<file path="config.mk">
export PLATFORM = sky130hd
export DESIGN_NAME = touch_paint_writer
export DESIGN_NICKNAME = d
export VERILOG_FILES = /design/src/rtl/touch_paint_writer.sv
export SDC_FILE = /design/constraint.sdc
export NUM_CORES = 1
export LEC_CHECK = 0
export ABC_AREA = 1
export BUFFER_PORTS_ARGS = -buffer_cell sky130_fd_sc_hd__buf_2
export CAP_MARGIN = 20
export CORE_MARGIN = 5
export CORE_UTILIZATION = 59
export CTS_BUF_LIST = sky130_fd_sc_hd__clkbuf_16
export DETAILED_ROUTE_END_ITERATION = 8
export PLACE_DENSITY = 0.94
export RECOVER_POWER = 100
export SYNTH_ARGS = -nofsm -noshare
export SYNTH_HDL_FRONTEND = slang
export SYNTH_SLANG_ARGS = --single-unit
export TNS_END_PERCENT = 1
</file>
<file path="constraint.sdc">
create_clock -name cclk -period 3.9 [get_ports cclk]
set_input_delay 0.195 -clock cclk [delete_from_list [all_inputs] [get_ports cclk]]
set_output_delay 0.195 -clock cclk [all_outputs]
set_load 0.02 [all_outputs]
</file>
<file path="src/rtl/touch_paint_writer.sv">
// touch_paint_writer: debounces touchpad samples on a prescaled tick, maps them to pixels and
// writes a single dot, or a 3x3 brush stamp when TOUCH_BRUSH_EN is defined.
module touch_paint_writer #(
  parameter int SAMPLE_DIV = 1024,
  parameter int Z_THRESH   = 256,
  parameter int DEBOUNCE   = 4,
  parameter int X_OFF      = 150,
  parameter int Y_OFF      = 300,
  parameter int X_SHIFT    = 3,
  parameter int Y_SHIFT    = 4,
  parameter int X_MAX      = 479,
  parameter int Y_MAX      = 271
) (
  input  logic        cclk,
  input  logic        reset,
  input  logic [11:0] touch_x,
  input  logic [11:0] touch_y,
  input  logic [11:0] touch_z,
  input  logic [8:0]  pen_color,
  input  logic        clear_screen,
  output logic        wr_ena,
  output logic [8:0]  wr_x,
  output logic [8:0]  wr_y,
  output logic [8:0]  wr_data,
  output logic        pen_down
);

  localparam int TW = $clog2(SAMPLE_DIV);

  typedef enum logic [1:0] {IDLE = 2'd0, MAP = 2'd1, PAINT = 2'd2} state_t;

  state_t        state_r;
  logic [TW-1:0] tick_cnt_r;
  logic [3:0]    press_cnt_r;
  logic [3:0]    press_cnt_nx_s;
  logic          pen_down_nx_s;
  logic          tick_s;
  logic          pressed_s;
  logic          last_valid_r;
  logic          last_slot_s;
  logic          in_bounds_s;
  logic [8:0]    cur_x_r, cur_y_r, last_x_r, last_y_r;
  logic [8:0]    map_x_s, map_y_s, pix_x_s, pix_y_s;

  function automatic logic [8:0] map_axis(input logic [11:0] raw, input int off,
                                          input int shift, input int max_v);
    logic signed [12:0] diff;
    logic [11:0]        scaled;
    diff   = $signed({1'b0, raw}) - $signed(13'(off));
    scaled = diff[11:0] >> shift;
    if (diff[12])
      map_axis = 9'd0;
    else if (scaled > 12'(max_v))
      map_axis = 9'(max_v);
    else
      map_axis = scaled[8:0];
  endfunction

  assign tick_s    = (tick_cnt_r == TW'(SAMPLE_DIV - 1));
  assign pressed_s = (touch_z >= 12'(Z_THRESH));
  assign map_x_s   = map_axis(touch_x, X_OFF, X_SHIFT, X_MAX);
  assign map_y_s   = map_axis(touch_y, Y_OFF, Y_SHIFT, Y_MAX);

  // Free-running sample prescaler; tick_s marks its terminal count.
  always_ff @(posedge cclk) begin
    if (reset)
      tick_cnt_r <= TW'(0);
    else if (tick_s)
      tick_cnt_r <= TW'(0);
    else
      tick_cnt_r <= tick_cnt_r + TW'(1);
  end

  // Next press count and debounced pen state for this cycle's tick.
  always_comb begin
    press_cnt_nx_s = press_cnt_r;
    pen_down_nx_s  = pen_down;
    if (tick_s) begin
      if (pressed_s) begin
        if (press_cnt_r >= 4'(DEBOUNCE))
          press_cnt_nx_s = 4'(DEBOUNCE);
        else
          press_cnt_nx_s = press_cnt_r + 4'd1;
        if (press_cnt_nx_s == 4'(DEBOUNCE))
          pen_down_nx_s = 1'b1;
        else
          pen_down_nx_s = pen_down;
      end else begin
        press_cnt_nx_s = 4'd0;
        pen_down_nx_s  = 1'b0;
      end
    end else begin
      press_cnt_nx_s = press_cnt_r;
      pen_down_nx_s  = pen_down;
    end
  end

`ifdef TOUCH_BRUSH_EN
  localparam logic [3:0] LAST_IDX = 4'd8;

  logic [3:0]         idx_r;
  logic [3:0]         sel_idx_s;
  logic signed [10:0] bx_s, by_s;

  function automatic logic signed [10:0] col_off(input logic [3:0] idx);
    case (idx)
      4'd0, 4'd3, 4'd6: col_off = -11'sd1;
      4'd1, 4'd4, 4'd7: col_off = 11'sd0;
      default:          col_off = 11'sd1;
    endcase
  endfunction

  function automatic logic signed [10:0] row_off(input logic [3:0] idx);
    case (idx)
      4'd0, 4'd1, 4'd2: row_off = -11'sd1;
      4'd3, 4'd4, 4'd5: row_off = 11'sd0;
      default:          row_off = 11'sd1;
    endcase
  endfunction

  // Candidate pixel for the stamp slot about to be loaded into the write registers.
  always_comb begin
    if (state_r == PAINT)
      sel_idx_s = idx_r + 4'd1;
    else
      sel_idx_s = 4'd0;
    bx_s        = $signed({2'b00, cur_x_r}) + col_off(sel_idx_s);
    by_s        = $signed({2'b00, cur_y_r}) + row_off(sel_idx_s);
    pix_x_s     = bx_s[8:0];
    pix_y_s     = by_s[8:0];
    in_bounds_s = !bx_s[10] && (bx_s[9:0] <= 10'(X_MAX)) &&
                  !by_s[10] && (by_s[9:0] <= 10'(Y_MAX));
  end

  assign last_slot_s = (idx_r == LAST_IDX);
`else
  assign pix_x_s     = cur_x_r;
  assign pix_y_s     = cur_y_r;
  assign in_bounds_s = 1'b1;
  assign last_slot_s = 1'b1;
`endif

  // Debounce state, capture/dedupe/paint sequencing and registered write port.
  always_ff @(posedge cclk) begin
    if (reset) begin
      state_r      <= IDLE;
      press_cnt_r  <= 4'd0;
      pen_down     <= 1'b0;
      last_valid_r <= 1'b0;
      cur_x_r      <= 9'd0;
      cur_y_r      <= 9'd0;
      last_x_r     <= 9'd0;
      last_y_r     <= 9'd0;
      wr_ena       <= 1'b0;
      wr_x         <= 9'd0;
      wr_y         <= 9'd0;
      wr_data      <= 9'd0;
`ifdef TOUCH_BRUSH_EN
      idx_r        <= 4'd0;
`endif
    end else if (clear_screen) begin
      state_r      <= IDLE;
      press_cnt_r  <= 4'd0;
      pen_down     <= 1'b0;
      last_valid_r <= 1'b0;
      wr_ena       <= 1'b0;
    end else begin
      press_cnt_r <= press_cnt_nx_s;
      pen_down    <= pen_down_nx_s;
      wr_ena      <= 1'b0;
      if (pen_down && !pen_down_nx_s)
        last_valid_r <= 1'b0;
      case (state_r)
        IDLE: begin
          if (tick_s && pen_down_nx_s) begin
            cur_x_r <= map_x_s;
            cur_y_r <= map_y_s;
            wr_data <= pen_color;
            state_r <= MAP;
          end
        end
        MAP: begin
          if (last_valid_r && (cur_x_r == last_x_r) && (cur_y_r == last_y_r)) begin
            state_r <= IDLE;
          end else begin
            state_r <= PAINT;
            wr_ena  <= in_bounds_s;
            wr_x    <= pix_x_s;
            wr_y    <= pix_y_s;
`ifdef TOUCH_BRUSH_EN
            idx_r   <= 4'd0;
`endif
          end
        end
        PAINT: begin
          if (last_slot_s) begin
            state_r  <= IDLE;
            last_x_r <= cur_x_r;
            last_y_r <= cur_y_r;
            // A pen lift during the stamp must not leave the spot marked as painted.
            last_valid_r <= pen_down_nx_s;
          end else begin
            wr_ena <= in_bounds_s;
            wr_x   <= pix_x_s;
            wr_y   <= pix_y_s;
`ifdef TOUCH_BRUSH_EN
            idx_r  <= idx_r + 4'd1;
`endif
          end
        end
        default: state_r <= IDLE;
      endcase
    end
  end

endmodule

</file>
==> results of run 1 <==
sequential cells by signal, summed over array words and instances, names as in the netlist:
name and flops:
cur_x_r 9, tick_cnt_r 10, pen_down 1, wr_x 9, wr_y 8, cur_y_r 8
last_y_r 8, state_r 2, wr_data 9, wr_ena 1, last_x_r 9, last_valid_r 1
press_cnt_r 4
metal layers:
metal	wire (um)	global-route usage	up-vias
met5	0	0	-
met4	183	0.1083	0
met3	697	0.04608	23
met2	4798	0.4233	167
met1	3957	0.2986	1767
li1	-	-	1851
cell usage in the layout, fill, tap and decap left out, types with 4 or more instances in the layout:
cell type                   count
sky130_fd_sc_hd__inv_1         58
sky130_fd_sc_hd__nand3_1       43
sky130_fd_sc_hd__clkbuf_1      29
sky130_fd_sc_hd__buf_2         36
sky130_fd_sc_hd__clkbuf_16      9
sky130_fd_sc_hd__a21oi_1       54
sky130_fd_sc_hd__nor2_1        82
sky130_fd_sc_hd__nand2_1      110
sky130_fd_sc_hd__xor2_1         6
sky130_fd_sc_hd__nor3_1         7
sky130_fd_sc_hd__nand4_1        4
sky130_fd_sc_hd__nand3b_1       5
sky130_fd_sc_hd__xnor2_1        4
sky130_fd_sc_hd__dfxtp_1       79
sky130_fd_sc_hd__o21ai_0       42
path summary, 6_finish.rpt:
| kind | startpoint | endpoint | slack (ns) | cells after the start |
|---|---|---|---|---|
| setup / recovery | tick_cnt_r[0] | cur_x_r[6] | 1.09 | 9 |
| hold / removal | pen_color[6] | wr_data[6] | 0.08 | 3 |
| setup reg to reg | tick_cnt_r[0] | cur_x_r[6] | 1.09 | 9 |
| hold reg to reg | cur_x_r[6] | cur_x_r[6] | 0.47 | 2 |
cells by family after synthesis:
group / count (synthesis)
other: 1
adders and majority gates: 2
DFF: 79
AOI/OAI and AO/OA: 105
and+or+nand+nor: 261
buffers and inverters: 78
xor gates and xnor gates: 10
final cells by class:
type | count | area (um^2) | share of cell area
Clock buffer | 9 | 225.2 | 0.05196
Tap cell | 75 | 93.84 | 0.02165
Multi-Input combinational cell | 379 | 1775 | 0.4096
Timing Repair Buffer | 67 | 324.1 | 0.07477
Inverter | 59 | 221.5 | 0.05110
Sequential cell | 79 | 1582 | 0.3649
Clock inverter | 7 | 112.6 | 0.02598
critical path, delay by kind of cell, from the launching register on:
family,cells,cell delay [ns]
simple gates,6,1.69
fa+ha+maj,1,0.20
compound gates,2,0.45
flops,1,0.37
metrics by stage:
stage	cell area, um^2	utilization
after global placement	4039	0.6703
after floorplan	3705	-
final	4334	0.7193
after detailed placement	4039	0.6703
after CTS	4377	0.7263
after global routing	4334	0.7193
power by group:
group          leakage [nW]  total, mW  switching [mW]  internal (mW)
clock network         0.160      0.946           0.325          0.620
registers             0.637      0.811         0.00187          0.810
logic                  1.10     0.0916          0.0569         0.0347
total                  1.90       1.85           0.384           1.46
==> results.md, run 1 <==
Status:
- The flow ran to the end, and the final reports show no timing, DRC or antenna violations.

Worst setup path:
- The worst setup path is launched from a register.
- Along the worst path, the maximum fanout reaches 25.
- Data arrives at the worst endpoint at approximately 3 ns.
- The worst setup path is of the register to register kind.
- For this design, the slowest cell found on the critical path is sky130_fd_sc_hd__nor2_1.
- The data required time at the worst endpoint is about 4.2 ns.
- The largest single stage delay on the critical path is ~0.5 ns.
- The signal on the critical path passes through ha_1 -> nand3_1 -> nor2_1 -> nand2_1 -> o21ai_0 -> nand3_2 -> nor2_1 -> nand3_1 -> a21oi_1.
- STA classifies the critical path endpoint as a register.

Power and ir drop:
- Summing internal, switching and leakage power gives about 1.8 mW.
- The largest vdd supply drop is 0.0003136 V.
- The analysis attributes to cell leakage a power of between 1.5 and 2 nW.
- The power per standard cell area is about 430 nW/um^2.

Clock tree:
- The clock-pin slew on the worst setup and hold paths is approximately 0.060 ns.
- The number of buffers added to fix hold violations after cts is 0.
- The clock passes through at most 2 buffers.
- The clock root buffer is sky130_fd_sc_hd__clkbuf_16.
- Counting the buffers created by CTS gives 9.
- The count of instances resized after the clock tree is built is 0.
- TritonCTS built the clock tree.
- The number of setup buffers added after CTS is 0.
- For this design, the sink count on the clock tree is 79.
- The clock tree synthesis step divided the H-tree into 3 levels.
- Clock latency on the worst-skew pair, taken at its later pin, is approximately 0.34 ns.

Timing:
- The post-route worst setup slack is roughly 1.1 ns.
- The final worst hold slack is 0.08480 ns.
- The worst-case clock skew is a little over 0.004 ns.
- Setup repair after global routing left no endpoint under its margin.
- The timing-limited maximum frequency is 356.5 MHz.
- The total negative slack for setup checks is 0 ns.
- In the finished design, the share of the clock period the worst path needs comes to 0.7193.
- The headroom to the max-slew limit is 0.2297.
- Setup violations remaining at the end of the flow were counted as 0.
- The number of slew-limit violations in the final report is 0.
- The pin slew with the least headroom to its limit is about 1.2 ns.
- The post-route minimum period is around 2.8 ns.
- The number of hold-slack violations in the final timing report is 0.

Die:
- between 70 and 80 I/O pins were placed.
- The area of the die is 7964 um^2.
- The vertical die dimension is about 89 um.
- The width of the die is 89.24 um.
- The placeable core area is ~6000 um^2.
- The starting utilization of the core area is 0.6148.
- The number of standard-cell rows in the floorplan is 28.

Synthesis:
- The flip-flop cell with the highest count after synthesis is sky130_fd_sc_hd__dfxtp_1.
- The post-synth net total is between 500 and 600.
- The number of library cell types mapped by synthesis is 38.
- The fraction of the mapped netlist area in compound gates is 0.1476.
- Counting instances in the post-synthesis netlist gives the leading cell types as sky130_fd_sc_hd__nand2_1, sky130_fd_sc_hd__nor2_1, sky130_fd_sc_hd__dfxtp_1.
- Synthesis inferred 79 register bits.
- The mean cell area of the mapped netlist is between 6 and 7 um^2.
- The mux cell area share after synthesis is 0.
- Of the synthesized area, sequential elements account for 0.4269.
- The most common cell in the netlist is sky130_fd_sc_hd__nand2_1.
- Counting every instance in the synthesized netlist gives 536.
- Yosys attributes the largest share of cell area to sky130_fd_sc_hd__dfxtp_1, sky130_fd_sc_hd__nand2_1, sky130_fd_sc_hd__nor2_1, sky130_fd_sc_hd__a21oi_1, sky130_fd_sc_hd__inv_1.
- Of the total synthesized cell area, the portion taken by AND, OR, NAND and NOR gates is 0.3090.
- The cell area after synthesis is ~3700 um^2.
- Of the post-synthesis cell area, the dominant cell type holds 0.4269.
- The biggest area contributor in the post-synthesis netlist is sky130_fd_sc_hd__dfxtp_1.
- The number of flops mapped to enable cells by yosys is 0.
- Yosys printed 0 warnings.
- The area share of fa/ha/maj cells after synthesis is 0.006754.
- After synthesis, the share of flip-flops with an asynchronous set or reset is 0.
- By area, the combinational part of the netlist is dominated by simple AND/OR/NAND/NOR gates.
- Of the total synthesized cell area, the portion taken by XOR and XNOR cells is 0.02364.

Global routing:
- The all-layer global routing usage is 0.2460.
- The total overflow left after global routing is 0.
- The first-pass GRT wire length is between 15 and 20 mm.
- Entering global routing, the biggest net connects 51 pins.
- The number of antenna violations at the first check in global routing is 0.
- The via count of the first global-routing pass is 3575.

Detailed routing:
- After the first detailed-routing iteration, the DRC count stood at roughly 270.
- The detail route stage leaves a number of antenna-violating nets equal to 0.
- The sum of routed wire length over all layers is 9.636 mm.
- The via-per-instance ratio is 5.641.
- The first detailed-routing pass ran for 5 iterations.
- After detailed routing, the number of remaining DRC violations is 0.
- Dividing the detail-routed wire length by the instance count gives ~14 um.
- The via count is 3808.

Place:
- The pre-CTS setup slack is around 1.6 ns.
- The final weighted congestion in routability-driven placement is between 0.8 and 0.9.
- The HPWL after detailed placement is around 6.2 mm.
- The count of port buffers added during placement is 64.
- The instance count after placement with tap cells included is approximately 660.

Final layout:
- The filler cells instantiated in the layout total ~480.
- In the final layout, the share of cells above drive strength 1 is 0.09667.
- For this run, the post-layout net count is approximately 650.
- Relative to the synthesized area, the layout overhead comes to 16.99%.
- The post-layout instance count excluding filler cells is 675.
- 0 antenna diodes ended up in the layout.

Run:
- The max-capacitance violation count is 0.

Hold path:
- The path class of the tightest hold or removal check is input port to register.
(Power assumes the default switching activity.)
==> run 2, diff against run 1 <==
--- a/config.mk
+++ b/config.mk
@@ -9,10 +9,10 @@
 export BUFFER_PORTS_ARGS = -buffer_cell sky130_fd_sc_hd__buf_2
 export CAP_MARGIN = 20
 export CORE_MARGIN = 5
-export CORE_UTILIZATION = 59
+export CORE_UTILIZATION = 54
 export CTS_BUF_LIST = sky130_fd_sc_hd__clkbuf_16
 export DETAILED_ROUTE_END_ITERATION = 8
-export PLACE_DENSITY = 0.94
+export PLACE_DENSITY = 0.88
 export RECOVER_POWER = 100
 export SYNTH_ARGS = -nofsm -noshare
 export SYNTH_HDL_FRONTEND = slang
==> constraint.sdc (replaced) <==
create_clock -name cclk -period 2.6 [get_ports cclk]
set_input_delay 0.13 -clock cclk [delete_from_list [all_inputs] [get_ports cclk]]
set_output_delay 0.13 -clock cclk [all_outputs]
set_load 0.02 [all_outputs]
==> run 2 against run 1 <==
Maximum frequency grew 32%. Global-route usage fell by 4.7 points. Critical path depth grew 2. Utilization down 8.4 points. Hold slack worse by 0.059 ns. First-iteration DRC count shrank 18%. Count of clock-buffer cells in the layout unchanged. Critical path type unchanged. Clock skew increased by 0.0041 ns. Die area up 8.2%. Combinational power up 46%. Design area decreased by 1.5%. Largest cell class unchanged. Worst setup slack got worse by 0.62 ns. Highest routed layer unchanged.
==> results.md, run 2 (synthesis gave the netlist of run 1 again) <==
Final layout:
- The share of cells above drive strength 1 is 0.1067 (was 0.09667).
- The number of fill cells is 594 (was 475).
- Highest-count cells in the layout ignoring fill and taps: sky130_fd_sc_hd__nand2_1, sky130_fd_sc_hd__nor2_1, sky130_fd_sc_hd__dfxtp_1 (unchanged).
- The leading cell type in the layout, fill and taps excluded was sky130_fd_sc_hd__nand2_1 (unchanged).
- The antenna diode count is 0 (unchanged).
- The register containing the most flip-flops in the final layout is tick_cnt_r (unchanged).
- The synthesis-to-layout area growth is 15.27% (was 16.99%).
- The flip-flop count of the largest register, all copies and words added is 10 (unchanged).
- The number of nets at the end of the flow is 646 (was 645).

Detailed routing:
- The sum of routed wire length over all layers is 8.223 mm (was 9.636 mm).
- The via count is 3510 (was 3808).
- The detailed-routing iteration count for the pre-antenna-repair pass is 6 (was 5).
- The count of nets left with antenna violations after detail routing came to 0 (unchanged).
- The number of DRC markers in iteration 0 is 220 (was 269).
- The number of design rule violations left after detail routing was 0 (unchanged).
- The average wire length per cell after detail routing is 12.09 um (was 14.28 um).
- The via-per-instance ratio is 5.162 (was 5.641).

Clock tree:
- The clock root buffer is sky130_fd_sc_hd__clkbuf_16 (unchanged).
- The number of H-tree branching levels is 3 (unchanged).
- The total setup buffers inserted after CTS is 0 (unchanged).
- The clock tree from TritonCTS is built (unchanged).
- The number of buffers added to fix hold violations after cts is 0 (unchanged).
- The count of instances resized after the clock tree is built is 0 (unchanged).
- The clock-pin slew on the worst setup and hold paths is 0.06 ns (about the same).
- The total clock buffers created by CTS came to 9 (unchanged).
- The maximum root-to-sink buffer count is 2 (unchanged).
- The number of sinks handled by clock tree synthesis came to 79 (unchanged).
- The worst-skew pair later-pin latency is 0.33 ns (was 0.34 ns).

Timing:
- The number of slew-limit violations in the final report is 0 (unchanged).
- The total negative slack for setup checks was 0 ns (unchanged).
- The headroom to the max-slew limit is 0.5677 (was 0.2297).
- The timing-limited maximum frequency came to 469.8 MHz (was 356.5 MHz).
- The number of hold-slack violations in the final timing report was 0 (unchanged).
- The post-route minimum period was 2.129 ns (was 2.805 ns).
- The pin slew with the least headroom to its limit is 0.6485 ns (was 1.155 ns).
- The worst-case clock skew is 0.008218 ns (was 0.004096 ns).
- Setup repair after global routing missed its margin: no (unchanged).
- The fraction of the cycle the final worst path needs came to 0.8187 (was 0.7193).
- The final-report setup violation count came to 0 (unchanged).

Die:
- The width of the die was 92.83 um (was 89.24 um).
- The number of standard-cell rows in the floorplan was 30 (was 28).
- The vertical die dimension is 92.83 um (was 89.24 um).
- The starting utilization of the core area is 0.5514 (was 0.6148).
- The boundary pin count came to 77 (unchanged).
- The placeable core area is 6719 um^2 (was 6026 um^2).
- The area of the die was 8617 um^2 (was 7964 um^2).

Run:
- The max-capacitance violation count is 0 (unchanged).

Worst setup path:
- The worst flop-to-flop path startpoint is tick_cnt_r[0] (unchanged).
- The data required time at the worst endpoint is 2.85 ns (was 4.17 ns).
- The capturing element type of the critical path is a register (unchanged).
- The library cell contributing the largest single delay on the critical path is sky130_fd_sc_hd__dfxtp_1 (was sky130_fd_sc_hd__nor2_1).
- Critical path, cell by cell: ha_1 -> nand3_1 -> nor2_4 -> nand2_1 -> o21ai_2 -> nand2_1 -> inv_1 -> nand2_2 -> inv_2 -> nand3_2 -> a21oi_1 (was ha_1 -> nand3_1 -> nor2_1 -> nand2_1 -> o21ai_0 -> nand3_2 -> nor2_1 -> nand3_1 -> a21oi_1).
- The number of cells on the worst reg-to-reg path came to 11 (was 9).
- The register-to-register setup slack is 0.47 ns (was 1.09 ns).
- The type of the worst setup path was register to register (unchanged).
- The arrival time of the worst setup path came to 2.38 ns (was 3.07 ns).
- The top fanout value on the critical path is 13 (was 25).
- The capturing point of the worst reg2reg path is cur_y_r[7] (was cur_x_r[6]).
- Counting stages on the worst path, the most repeated cell is sky130_fd_sc_hd__nand2_1.
- The stage delay of the slowest cell on the critical path came to 0.35 ns (was 0.50 ns).
- The startpoint type of the worst setup path is a register (unchanged).

Global routing:
- The number of antenna violations at the first check in global routing is 0 (unchanged).
- The global-route track usage on met1 came to 0.2527 (was 0.2986).
- The global-route congestion overflow total came to 0 (unchanged).
- The via count of the first global-routing pass is 3275 (was 3575).
- The met3 usage is 0.04305 (was 0.04608).
- The maximum number of pins on one net before global-route repair is 51 (unchanged).
- The first-pass GRT wire length came to 14.09 mm (was 15.50 mm).
- The busiest layer in global routing was met2 (unchanged).
- The met2 global-route usage is 0.3311 (was 0.4233).
- The all-layer global routing usage is 0.1989 (was 0.2460).

Place:
- The final weighted congestion in routability-driven placement is 0.8469 (was 0.8336).
- The count of port buffers added during placement is 64 (unchanged).
- The post-DP HPWL came to 5.937 mm (was 6.186 mm).

Power and ir drop:
- The largest vdd supply drop is 0.0003063 V (was 0.0003136 V).
- The overall power after layout is 2.443 mW (was 1.849 mW).
- The power per standard cell area is 572.2 nW/um^2 (was 426.5 nW/um^2).
- The static power due to leakage is 1.878 nW (was 1.901 nW).

Hold path:
- The cell depth of the worst min-delay path came to 3 (unchanged).
- The hold path endpoint is wr_data[6] (unchanged).
- The start point of the worst min-delay path is pen_color[6] (unchanged).
- The worst min-delay path class is input port to register (unchanged).

Status:
- Status: finished, final reports clean (unchanged).
==> run 2: cell types whose count changed in the layout (fill, tap and decap cells not counted), sizes merged <==
cell      delta
bufinv       -3
clkinv       +3
clkinvlp     -2
buf          +1
inv          +1
==> run 2: how the worst max path moves through the flow <==
stage / slack [ns] / start / end / cells past startpoint
CTS: 0.64 / tick_cnt_r[0] / cur_y_r[2] / 9
floorplan: 0.88 / tick_cnt_r[0] / wr_data[0] / 13
global route: 0.22 / tick_cnt_r[0] / cur_y_r[2] / 11
detailed placement: 0.66 / tick_cnt_r[0] / cur_y_r[2] / 9
finish: 0.47 / tick_cnt_r[0] / cur_y_r[7] / 11
global placement: 0.75 / tick_cnt_r[0] / cur_y_r[1] / 11
==> run 2: per-stage QoR <==
stage	utilization	setup slack [ns]	cell area, um^2	cells	hold WS [ns]
floorplan	-	0.8839	3705	536	0.2649
finish	0.6356	0.4714	4270	680	0.02557
detailed placement	0.6054	0.6566	4068	665	0.3606
global placement	0.6054	0.7462	4068	665	0.3524
global route	0.6356	0.2188	4270	680	0.02522
CTS	0.6436	0.6417	4324	680	0.02006
==> run 2: critical path: cells and delay by family (launching register included) <==
| family | cells | cell delay, ns |
|---|---|---|
| AOI/OAI and AO/OA | 2 | 0.37 |
| adders and majority gates | 1 | 0.19 |
| buffers and inverters | 2 | 0.28 |
| and+or+nand+nor | 6 | 0.86 |
| DFF | 1 | 0.35 |
==> run 2: metal layers <==
layer / vias up / wire length (um)
li1: 1853 / -
met5: - / 0
met3: 9 / 393
met2: 89 / 3876
met1: 1559 / 3859
met4: 0 / 94
==> run 2: final cells by class <==
type | instances | area, um^2 | area share
clock buffer | 9 | 225.2 | 0.05274
inverter | 59 | 221.5 | 0.05186
tap | 80 | 100.1 | 0.02344
clock inverter | 6 | 31.28 | 0.007325
multi-input combinational | 379 | 1798 | 0.4210
sequential | 79 | 1582 | 0.3703
timing repair buffer | 68 | 312.8 | 0.07325
==> run 2: power by group <==
group / switching, mW / internal, mW
registers: 0.00265 / 1.21
logic: 0.0821 / 0.0521
clock network: 0.463 / 0.629
total: 0.547 / 1.90
